==> src/rtl/inst_fetch_ctrl_pkg.sv <==
// Shared definitions for the instruction fetch controller: FSM states, defaults, entry sizing.
package inst_fetch_ctrl_pkg;

    localparam int unsigned ADDR_W_DEF = 16;
    localparam int unsigned DATA_W_DEF = 16;

    localparam logic [15:0] RESET_PC_DEF = 16'h0000;
    localparam logic [15:0] TRAP_PC_DEF  = 16'h0008;

    typedef enum logic {
        ST_RUN  = 1'b0,
        ST_HALT = 1'b1
    } fetch_state_e;

    // A buffered entry carries its fetch address above the instruction word.
    function automatic int unsigned entry_w(input int unsigned aw, input int unsigned dw);
        return aw + dw;
    endfunction

endpackage

==> src/rtl/inst_fetch_ctrl_buf.sv <==
// Two-entry shift-style prefetch FIFO; slot0 is always the head so head outputs come straight from flops.
module inst_fetch_ctrl_buf #(
    parameter int unsigned W = 32
) (
    input  logic         clk,
    input  logic         rst_n,
    input  logic         flush_i,
    input  logic         push_i,
    input  logic [W-1:0] push_data_i,
    input  logic         pop_i,
    output logic [1:0]   count_c,
    output logic         head_valid_o,
    output logic [W-1:0] head_data_o
);

    logic [W-1:0] slot0_q, slot0_d, slot1_q, slot1_d;
    logic         v0_q, v0_d, v1_q, v1_d;

    // Pop shifts slot1 forward first, then a push lands in the first free slot.
    always_comb begin
        slot0_d = slot0_q;
        slot1_d = slot1_q;
        v0_d    = v0_q;
        v1_d    = v1_q;
        if (flush_i) begin
            v0_d = 1'b0;
            v1_d = 1'b0;
        end else begin
            if (pop_i && v0_q) begin
                slot0_d = slot1_q;
                v0_d    = v1_q;
                v1_d    = 1'b0;
            end
            if (push_i) begin
                if (!v0_d) begin
                    slot0_d = push_data_i;
                    v0_d    = 1'b1;
                end else begin
                    slot1_d = push_data_i;
                    v1_d    = 1'b1;
                end
            end
        end
    end

    always_ff @(posedge clk or negedge rst_n) begin
        if (!rst_n) begin
            slot0_q <= '0;
            slot1_q <= '0;
            v0_q    <= 1'b0;
            v1_q    <= 1'b0;
        end else begin
            slot0_q <= slot0_d;
            slot1_q <= slot1_d;
            v0_q    <= v0_d;
            v1_q    <= v1_d;
        end
    end

    assign count_c      = {v1_q, v0_q & ~v1_q};
    assign head_valid_o = v0_q;
    assign head_data_o  = slot0_q;

endmodule

==> src/rtl/inst_fetch_ctrl.sv <==
// Instruction fetch controller: owns the PC, issues one read per cycle, buffers words for decode.
// Define FETCH_TRAP_EN to vector to TRAP_PC on a memory range exception instead of halting.
module inst_fetch_ctrl
    import inst_fetch_ctrl_pkg::*;
#(
    parameter int unsigned        ADDR_W   = ADDR_W_DEF,
    parameter int unsigned        DATA_W   = DATA_W_DEF,
    parameter logic [ADDR_W-1:0]  RESET_PC = ADDR_W'(RESET_PC_DEF),
    parameter logic [ADDR_W-1:0]  TRAP_PC  = ADDR_W'(TRAP_PC_DEF)
) (
    input  logic              clk,
    input  logic              rst,
    input  logic              en,
    input  logic              redirect_valid,
    input  logic [ADDR_W-1:0] redirect_pc,
    output logic [ADDR_W-1:0] mem_addr,
    input  logic [DATA_W-1:0] mem_data,
    input  logic              mem_exc,
    output logic              inst_valid,
    input  logic              inst_ready,
    output logic [DATA_W-1:0] inst_data,
    output logic [ADDR_W-1:0] inst_pc,
    output logic              halted,
    output logic [ADDR_W-1:0] exc_pc
);

    localparam int unsigned ENTRY_W = entry_w(ADDR_W, DATA_W);

    fetch_state_e      state_q, state_d;
    logic [ADDR_W-1:0] pc_q, pc_d;
    logic [ADDR_W-1:0] mem_addr_q, mem_addr_d;
    logic [ADDR_W-1:0] exc_pc_q, exc_pc_d;
    logic              req_q, req_d;
    logic              halted_q, halted_d;

    logic [1:0]         count_c;
    logic [2:0]         occ_c;
    logic               head_valid_c;
    logic [ENTRY_W-1:0] head_c;
    logic               pop_c, push_c, exc_hit_c, issue_c;

    assign pop_c     = head_valid_c && inst_ready;
    assign push_c    = req_q && !mem_exc && !redirect_valid;
    assign exc_hit_c = req_q && mem_exc && !redirect_valid;
    assign occ_c     = 3'(count_c) + 3'(req_q) - 3'(pop_c);
    // The faulting edge issues nothing so mem_addr stays on the faulting address.
    assign issue_c   = (state_q == ST_RUN) && en && !redirect_valid && !exc_hit_c && (occ_c < 3'd2);

    always_comb begin
        state_d    = state_q;
        pc_d       = pc_q;
        mem_addr_d = mem_addr_q;
        exc_pc_d   = exc_pc_q;
        halted_d   = halted_q;
        req_d      = issue_c;
        if (redirect_valid) begin
            pc_d     = redirect_pc;
            state_d  = ST_RUN;
            halted_d = 1'b0;
        end else begin
            if (exc_hit_c) begin
                exc_pc_d = mem_addr_q;
`ifdef FETCH_TRAP_EN
                pc_d     = TRAP_PC;
`else
                state_d  = ST_HALT;
                halted_d = 1'b1;
`endif
            end
            if (issue_c) begin
                mem_addr_d = pc_q;
                pc_d       = pc_q + ADDR_W'(1);
            end
        end
    end

    always_ff @(posedge clk or negedge rst) begin
        if (!rst) begin
            state_q    <= ST_RUN;
            pc_q       <= RESET_PC;
            mem_addr_q <= RESET_PC;
            exc_pc_q   <= '0;
            halted_q   <= 1'b0;
            req_q      <= 1'b0;
        end else begin
            state_q    <= state_d;
            pc_q       <= pc_d;
            mem_addr_q <= mem_addr_d;
            exc_pc_q   <= exc_pc_d;
            halted_q   <= halted_d;
            req_q      <= req_d;
        end
    end

    inst_fetch_ctrl_buf #(
        .W(ENTRY_W)
    ) u_buf (
        .clk         (clk),
        .rst_n       (rst),
        .flush_i     (redirect_valid),
        .push_i      (push_c),
        .push_data_i ({mem_addr_q, mem_data}),
        .pop_i       (pop_c),
        .count_c     (count_c),
        .head_valid_o(head_valid_c),
        .head_data_o (head_c)
    );

    assign mem_addr   = mem_addr_q;
    assign inst_valid = head_valid_c;
    assign inst_pc    = head_c[ENTRY_W-1:DATA_W];
    assign inst_data  = head_c[DATA_W-1:0];
    assign halted     = halted_q;
    assign exc_pc     = exc_pc_q;

endmodule
==> config.mk <==
export PLATFORM = sky130hd
export DESIGN_NAME = inst_fetch_ctrl
export DESIGN_NICKNAME = d
export VERILOG_FILES = /design/src/rtl/inst_fetch_ctrl_pkg.sv /design/src/rtl/inst_fetch_ctrl_buf.sv /design/src/rtl/inst_fetch_ctrl.sv
export SDC_FILE = /design/constraint.sdc
export NUM_CORES = 1
export LEC_CHECK = 0
export CAP_MARGIN = 20
export CELL_PAD_IN_SITES_DETAIL_PLACEMENT = 0
export CELL_PAD_IN_SITES_GLOBAL_PLACEMENT = 1
export CORE_MARGIN = 2
export CORE_UTILIZATION = 43
export CTS_BUF_LIST = sky130_fd_sc_hd__clkbuf_8
export CTS_CLUSTER_DIAMETER = 40
export DETAILED_ROUTE_END_ITERATION = 7
export GPL_TIMING_DRIVEN = 1
export PLACE_DENSITY_LB_ADDON = 0.1
export SETUP_SLACK_MARGIN = 0.3
export SYNTH_ARGS = -nofsm -noshare
export SYNTH_HDL_FRONTEND = slang
export SYNTH_SLANG_ARGS = --single-unit
==> constraint.sdc <==
create_clock -name clk -period 4.1 [get_ports clk]
set_input_delay 1.23 -clock clk [delete_from_list [all_inputs] [get_ports clk]]
set_output_delay 1.23 -clock clk [all_outputs]
set_load 0.1 [all_outputs]
==> results.cfg <==
[run_status]
run_status = finished with violations
failed_checks = design-rule violations

[finish]
drive_gt1_share_pct = 22.73
nets = 538
stdcell_area_mm2 = 0.006684
n_antenna_cell = 0
fill_cells = 978
seq_area_mm2 = 0.002903
multi_input_area_mm2 = 0.002092
area_delta_synth_final_pct = 30.87
fin_cells = 649

[power_and_ir_drop]
seqPwrFrac_pct = 31.5
p_sw_share_pct = 50.26
power_density_mw_per_mm2 = 765.4
ir_drop_mv = 0.7048
p_comb_share_pct = 50.2
clockPowerShare_pct = 18.3
p_int_uw = 2545
p_sw_uw = 2571
p_leak_uw = 0.003135

[place]
dp.cells = 620
postPlaceCellArea_mm2 = 0.006307
place_hpwl_um = 7769
gp_congestion = 0.7913
dp_slack_ns = -0.008296
io_buffers = 103

[synth]
synth_area_leaders = dfrtp_1, mux2_4, mux2_2, a22o_1, a21o_1
yosysTopAreaCellShare_pct = 56.83
synth_edf_count = 0
async_reset_ff_share_pct = 100.0
postSynthCellCount = 380
yosys_warnings = 0
syn-cell-area_mm2 = 0.005107
yosys.area.top_type = dfrtp_1
synth-seq-cells = 116
yosys.cell_types.count = 46
ys.flop_type = dfrtp_1
syn_avg_cell_area_um2 = 13.44
ys_seq_area_share_pct = 56.83
synth_fp_nets = 421

[setup_path]
crit_arrival_ns = 3.92
critPathLaunchType = primary input
worstPathMaxFanout = 13
crit_path_start = inst_ready
endpoint_kind = flip-flop
required_ns = 4.40
worst-setup-path-type = primary input to flip-flop
reg2reg_from = u_buf.v1_q

[clock_tree]
htree_levels = 4
clk_latency_ns = 0.42
tritoncts = built
cts_resized = 0
cts_setup_buffers = 0
numCtsBuffers = 17
cts_hold_buf = 0
clock_path_buffers = 2
root_buffer = clkbuf_8
clkTransAtPathRegs_ns = 0.06
clock_sinks = 116

[worst_hold_path]
worstHoldStart = u_buf.head_data_o[27]
hold_path_class = flip-flop to flip-flop

[sta]
setup_ws_ns = 0.4847
grt_setup_unrepaired = false
worst_pin_slew_ns = 1.016
period_share_pct = 88.18
finClkSkew_ns = 0.008794
finalHoldViolCount = 0
fmax_mhz = 276.6
setup_viol = 0
setup_tns_ns = 0
slew_violations = 0
period_minus_slack_ns = 3.615
relSlewSlack_pct = 32.06

[route]
drc = 9
routedWlPerCell_um = 17.45
postRouteAntennaNets = 0
drtIter0Drc = 149
drt_pass1_iterations = 7
viasPerCell = 5.433
num_vias = 3526
routed_wl_um = 11330

[global_routing]
grt_use_met3_pct = 5.303
use_met2_pct = 29.92
top_usage_layer = met2
grtUsageTotal_pct = 19.17
antenna_found_initial = 0
grt_pass1_vias = 3596
overflow = 0
grt_pass1_wl_um = 18950
use_met1_pct = 26.57
grt_max_degree = 45

[floorplanning]
die_y_um = 113.0
row_count = 39
start_util_pct = 44.35
die_area_mm2 = 0.01277
die_w_um = 113.0
core_area_mm2 = 0.01152
io_pins = 104

[flow_run]
maxCapViolCount = 0
critical path, cell delays in order:
cell,delay (ns)
clkdlybuf4s50_1,0.43
and2_1,0.19
ha_1,0.28
nand2b_1,0.15
fa_1,0.53
and2_1,0.22
nand3_4,0.17
nor2_2,0.14
buf_4,0.20
mux2_2,0.36
power by group through the flow:
stage / clock [uW] / combinational [uW] / sequential, uW
after detailed placement: 0 / 2580 / 1640
final: 937 / 2570 / 1610
after global placement: 0 / 2570 / 1630
after floorplan: 0 / 296 / 3260
after CTS: 964 / 2580 / 1620
after global routing: 1020 / 2630 / 1660
path summary, 6_finish.rpt:
path	endpoint	slack, ns	cells after the start
min reg2reg	u_buf.head_data_o[27]	0.47	1
min	u_buf.head_data_o[27]	0.47	1
max	mem_addr[6]	0.48	10
max in group asynchronous	u_buf.slot1_q[31]	2.52	2
min in group asynchronous	u_buf.head_data_o[27]	0.80	1
max reg2reg	mem_addr[6]	1.22	9
layout make-up:
class / instances / area share, %
Timing Repair Buffer: 119 / 17.26
Clock inverter: 7 / 0.8985
Multi-Input combinational cell: 241 / 31.30
Inverter: 2 / 0.1123
Clock buffer: 21 / 4.324
Sequential cell: 116 / 43.43
Tap cell: 143 / 2.677
metrics by stage:
step                utilization, %  hold WS (ns)  total power (uW)
floorplan                        -        0.4651              3558
global placement             54.77        0.4574              4193
detailed placement           54.77        0.4642              4214
CTS                          57.80        0.4788              5161
global route                 58.04        0.4830              5315
finish                       58.04        0.4710              5116
layout by cell type, fill, tap and decap left out, types with 11 or more instances in the layout:
cell type / count
a21o_1: 32
a22o_1: 31
a31oi_1: 11
buf_4: 19
clkbuf_8: 21
clkdlybuf4s50_1: 99
dfrtp_1: 116
mux2_2: 31
mux2_4: 29
nand2_1: 12
nor2_1: 12
synthesized netlist by cell type (6+ instances only):
| cell | instances |
|---|---|
| dfrtp_1 | 116 |
| a21o_1 | 32 |
| a22o_1 | 31 |
| mux2_2 | 31 |
| mux2_4 | 29 |
| nand2_1 | 12 |
| nor2_1 | 12 |
| a31oi_1 | 11 |
| clkbuf_1 | 10 |
| o31ai_1 | 8 |
| o21ai_0 | 7 |
| buf_2 | 6 |
| nand3_1 | 6 |
| nand4_1 | 6 |
| or4_1 | 6 |
cell families (layout without fill, tap and decap cells):
family	count (synthesis)	in the layout	synth area share, %
AOI/OAI and AO/OA	102	102	15.19
xor gates and xnor gates	5	5	1.005
adders and majority gates	3	3	0.8819
buffers and inverters	23	149	2.572
DFF	116	116	56.83
muxes	64	64	16.22
and+or+nand+nor	67	67	7.300
metal layers:
layer | up-vias | share of wire (%)
met2 | 81 | 46
met5 | - | 0
met4 | 0 | 0.41
li1 | 1655 | -
met3 | 4 | 4.4
met1 | 1786 | 49
sequential cells by signal, summed over array words and instances (netlist names):
register            flops
u_buf.head_data_o      32
u_buf.slot1_q          32
exc_pc                 16
mem_addr               16
pc_q                   16
halted                  1
req_q                   1
u_buf.head_valid_o      1
u_buf.v1_q              1
Power figures use the tool's default switching activity.
